[config.mk]
export PLATFORM = sky130hd
export DESIGN_NAME = load_store_unit
export DESIGN_NICKNAME = d
export VERILOG_FILES = /design/src/rtl/load_store_unit.sv
export SDC_FILE = /design/constraint.sdc
export NUM_CORES = 1
export LEC_CHECK = 0
export CAP_MARGIN = 20
export CORE_ASPECT_RATIO = 0.6
export CORE_MARGIN = 2
export CORE_UTILIZATION = 36
export DETAILED_ROUTE_END_ITERATION = 8
export PLACE_DENSITY = 0.77
export SLEW_MARGIN = 20
export SYNTH_ARGS = -nofsm -noshare
export SYNTH_HDL_FRONTEND = slang
export SYNTH_SLANG_ARGS = --single-unit
[constraint.sdc]
create_clock -name clk -period 1.9 [get_ports clk]
set_input_delay 0.19 -clock clk [delete_from_list [all_inputs] [get_ports clk]]
set_output_delay 0.19 -clock clk [all_outputs]
set_load 0.03 [all_outputs]
[src/rtl/load_store_unit.sv]
// load_store_unit: M-stage data-memory interface. Checks size/alignment, issues a
// single request per load/store, stalls the pipeline until the memory answers (or a
// timeout expires), and formats load data.
// Ports:
//   clk, reset                 - clock, asynchronous active-high reset
//   MemReadM, MemWriteM        - M-stage load / store
//   InstrM[2:0]                - funct3 (size and sign)
//   ALUResultM, WriteDataM     - byte address, right-aligned store data
//   DReq, DWe, DAddr, DWData,
//   DWStrb                     - memory request (DReq combinational)
//   DRData, DReady             - memory response
//   ReadDataM                  - formatted load result (registered)
//   StallM                     - pipeline freeze (combinational)
//   FaultM, BusErrM            - one-cycle fault / timeout pulses (registered)
module load_store_unit #(
  parameter int unsigned TIMEOUT = 255
) (
  input  logic        clk,
  input  logic        reset,
  input  logic        MemReadM,
  input  logic        MemWriteM,
  input  logic [2:0]  InstrM,
  input  logic [31:0] ALUResultM,
  input  logic [31:0] WriteDataM,
  output logic        DReq,
  output logic        DWe,
  output logic [31:0] DAddr,
  output logic [31:0] DWData,
  output logic [3:0]  DWStrb,
  input  logic [31:0] DRData,
  input  logic        DReady,
  output logic [31:0] ReadDataM,
  output logic        StallM,
  output logic        FaultM,
  output logic        BusErrM
);

  localparam int unsigned CW = ($clog2(TIMEOUT + 1) > 8) ? $clog2(TIMEOUT + 1) : 8;

  typedef enum logic [1:0] {IDLE, BUSY, DONE} state_t;

  state_t        state;
  logic [CW-1:0] cnt;
  logic          access;
  logic          legal;
  logic          aligned;
  logic          go;
  logic          timed_out;
  logic [7:0]    rbyte;
  logic [15:0]   rhalf;
  logic [31:0]   load_fmt;

  // Access classification
  always_comb begin
    access  = MemReadM | MemWriteM;
    legal   = 1'b0;
    aligned = 1'b0;
    unique case (InstrM)
      3'b000, 3'b001, 3'b010: legal = ~(MemReadM & MemWriteM);
      3'b100, 3'b101:         legal = MemReadM & ~MemWriteM;
      default:                legal = 1'b0;
    endcase
    unique case (InstrM[1:0])
      2'b00:   aligned = 1'b1;
      2'b01:   aligned = ~ALUResultM[0];
      2'b10:   aligned = (ALUResultM[1:0] == 2'b00);
      default: aligned = 1'b0;
    endcase
    go = access & legal & aligned;
  end

  // Reset gating drops an in-flight request in the same cycle reset rises
  assign DReq   = ~reset & (((state == IDLE) & go) | (state == BUSY));
  assign StallM = DReq;
  assign DWe    = MemWriteM;
  assign DAddr  = {ALUResultM[31:2], 2'b00};

  // Write lane replication and strobes
  always_comb begin
    DWData = WriteDataM;
    DWStrb = 4'b0000;
    unique case (InstrM[1:0])
      2'b00:   DWData = {4{WriteDataM[7:0]}};
      2'b01:   DWData = {2{WriteDataM[15:0]}};
      default: DWData = WriteDataM;
    endcase
    if (MemWriteM) begin
      unique case (InstrM)
        3'b000:  DWStrb = 4'b0001 << ALUResultM[1:0];
        3'b001:  DWStrb = ALUResultM[1] ? 4'b1100 : 4'b0011;
        3'b010:  DWStrb = 4'b1111;
        default: DWStrb = 4'b0000;
      endcase
    end
  end

  // Load lane extraction and sign/zero extension
  always_comb begin
    rbyte    = DRData[7:0];
    rhalf    = ALUResultM[1] ? DRData[31:16] : DRData[15:0];
    load_fmt = DRData;
    unique case (ALUResultM[1:0])
      2'b00:   rbyte = DRData[7:0];
      2'b01:   rbyte = DRData[15:8];
      2'b10:   rbyte = DRData[23:16];
      default: rbyte = DRData[31:24];
    endcase
    unique case (InstrM)
      3'b000:  load_fmt = {{24{rbyte[7]}}, rbyte};
      3'b001:  load_fmt = {{16{rhalf[15]}}, rhalf};
      3'b100:  load_fmt = {24'h0, rbyte};
      3'b101:  load_fmt = {16'h0, rhalf};
      default: load_fmt = DRData;
    endcase
  end

  assign timed_out = (cnt >= CW'(TIMEOUT));

  // Control FSM with registered result and pulse outputs
  always_ff @(posedge clk or posedge reset) begin
    if (reset) begin
      state     <= IDLE;
      cnt       <= '0;
      ReadDataM <= '0;
      FaultM    <= 1'b0;
      BusErrM   <= 1'b0;
    end else begin
      FaultM  <= 1'b0;
      BusErrM <= 1'b0;
      unique case (state)
        IDLE: begin
          if (go) begin
            state <= BUSY;
            cnt   <= '0;
          end else if (access) begin
            FaultM <= 1'b1;
          end
        end
        BUSY: begin
          if (DReady) begin
            if (MemReadM) ReadDataM <= load_fmt;
            state <= DONE;
          end else if (timed_out) begin
            BusErrM   <= 1'b1;
            ReadDataM <= '0;
            state     <= DONE;
          end else if (cnt != '1) begin
            cnt <= cnt + CW'(1);
          end
        end
        DONE:    state <= IDLE;
        default: state <= IDLE;
      endcase
    end
  end

endmodule
==> impl_metrics.ini <==
[clock_network]
numCtsBuffers = 5
cts_hold_buf = 0
cts_tree = built
htree_num_levels = 2
post_cts.repair.setup_buffers = 0
clock-root-buffer = clkbuf_16
clock_tree.buffer_depth = 2
cts.sinks = 44
clk_pin_slew_ns = 0.06
insertion_delay_ns = 0.29

[timing]
tns_ns = 0
min_period_ns = 1.82
skew_ns = 0.00559
tightestPinTransition_ns = 0.686
fin_crit_sh_pct = 95.7
rsz0062_at_grt = no
drv_slew = 0
fmax_mhz = 550
slew_headroom_pct = 54.1
finalHoldViolations = 0
setup_violations = 0
setup_slack_ns = 0.0820
fin_hold_ws_ns = 0.320

[logic_synthesis]
synth_largest_area_cell = dfrtp_1
synth.avg_cell_area_sq_um = 9.33
syn_inst = 332
synthTopCellsByArea = dfrtp_1, buf_4, mux2_2
synthFlopType = dfrtp_1
yosys_warnings = 0
synth_seq_cells = 44
ys_seq_area_share_pct = 35.5
syn_area_sq_um = 3100
synthArstFlopShare_pct = 100
netlist.area_leader.share_pct = 35.5
synth_commonest_cells = dfrtp_1, nand2_1, buf_4, o21ai_0, mux2i_1
synth_edf_count = 0
yosysUniqueCellTypes = 52
yosysMostFrequentCell = dfrtp_1

[global_route]
grt_overflow = 0
gr-usage-all-layers_pct = 22.1
grt_pass1_vias = 3046
antenna_found_initial = 1
grt_pass1_wl_um = 15800
grt_max_degree = 45

[status]
status = finished clean

[die]
rows = 26
io_pins = 209
die_h_um = 75.9
die_area_sq_um = 9390
fp.coreArea_sq_um = 8430
initial_core_util_pct = 36.8
die_w_um = 124

[setup_path]
crit_fanout = 22
required_ns = 1.71
crit_arrival_ns = 1.63
crit_type = primary input to primary output
end_kind = primary output
startpoint_type = primary input

[job]
drv_cap = 0

[placed_design]
port_buffers = 146
gp_congestion = 0.917
dp_slack_ns = -0.264
dpl.hpwl_um = 8060
dpl_cell_area_sq_um = 4560

[drt]
ant_nets = 0
drt-vias-per-instance = 5.33
post_drt_wl_per_cell_um = 17.6
first_pass_iters = 5
routed_wl_um = 10100
dr_total_vias = 3064
drt_iter0_drc = 144
drc = 0

[power]
leakagePower_nw = 2.10
ir_drop_v = 0.000388
pwr_density_cell_nw_per_um2 = 984

[layout]
final_area_sq_um = 4770
drive_above_1_share_pct = 19.9
area_delta_synth_final_pct = 54.1
fin_util_pct = 56.7
final_nets = 566

[min_path]
hp-class = primary input to flop
==> what timing repair did <==
action | in CTS | in global routing
setup endpoints to repair | 18 | 4
pin swaps | 2 | 3
resized for setup | 24 | 9
==> critical path, cell delays in order <==
cell and delay [ns]:
dlygate4sd2_1 0.27, buf_6 0.18, nor3_4 0.20, o2111ai_2 0.18, nor3_2 0.24, o21a_1 0.21, buf_6 0.15
==> metrics by stage <==
| step | total power, mW | cells |
|---|---|---|
| floorplan | 2.75 | 333 |
| global placement | 3.67 | 566 |
| detailed placement | 3.70 | 566 |
| CTS | 4.72 | 574 |
| global route | 4.94 | 575 |
| finish | 4.70 | 575 |
==> power breakdown <==
part	total [mW]	internal [mW]	switching (mW)	leakage [nW]
Clock	1.03	0.659	0.370	0.0871
Sequential	1.44	1.25	0.189	0.572
Combinational	2.23	1.01	1.22	1.44
==> final cells by class <==
class,count,area [sq um]
Sequential cell,44,1100
Inverter,3,15.0
Clock inverter,2,38.8
Tap cell,112,140
Multi-Input combinational cell,223,1580
Timing Repair Buffer,184,1760
Fill cell,748,3650
Clock buffer,6,139
Antenna cell,1,2.50
==> routing by layer <==
metal | wire, um | vias to the layer above | track usage [%]
li1 | - | 1433 | -
met1 | 4540 | 1467 | 28.7
met2 | 4560 | 153 | 36.0
met3 | 912 | 11 | 7.41
met4 | 106 | 0 | 5.18
met5 | 0 | - | 0
==> placed cells by master (no fill, tap or decap), types with 3 or more instances in the layout <==
cell             count
o21ai_0             27
and3_1               3
clkbuf_16            5
nor2_1               9
nand3_1              3
mux2_2              16
clkdlybuf4s50_1    109
buf_12               4
o221ai_1             8
buf_4               47
nand2b_1             3
dlygate4sd2_1       17
nor3_1               3
nor2b_1              9
or3_1                8
buf_6                3
mux2i_1             17
a21oi_1             14
dlymetal6s2s_1       4
a221o_1             16
nand2_1             43
dfrtp_1             44
==> logic make-up (layout without fill, tap and decap cells) <==
group / count (synthesis) / after routing / synth area share [%]
simple gates: 100 / 100 / 17.6
compound gates: 83 / 83 / 18.8
buf+inv: 66 / 195 / 14.6
flops: 44 / 44 / 35.5
mux: 34 / 34 / 12.2
xor+xnor: 3 / 3 / 0.848
fa+ha+maj: 1 / 1 / 0.404
other cells: 1 / 3 / 0.121
==> worst paths after layout <==
check	start	endpoint	slack [ns]	cells after the start
max	InstrM[0]	DReq	0.08	7
min reg2reg	ReadDataM[12]	ReadDataM[12]	0.47	2
max in group asynchronous	reset	ReadDataM[24]	1.01	3
min	MemWriteM	FaultM	0.32	3
max reg2reg	state[1]	ReadDataM[31]	0.15	4
min in group asynchronous	reset	ReadDataM[31]	0.51	3
==> state kept, by name, summed over array words and instances (netlist names) <==
| register | flops |
|---|---|
| FaultM | 1 |
| state | 2 |
| BusErrM | 1 |
| cnt | 8 |
| ReadDataM | 32 |
Note: power is estimated with default switching activity, not from simulation.
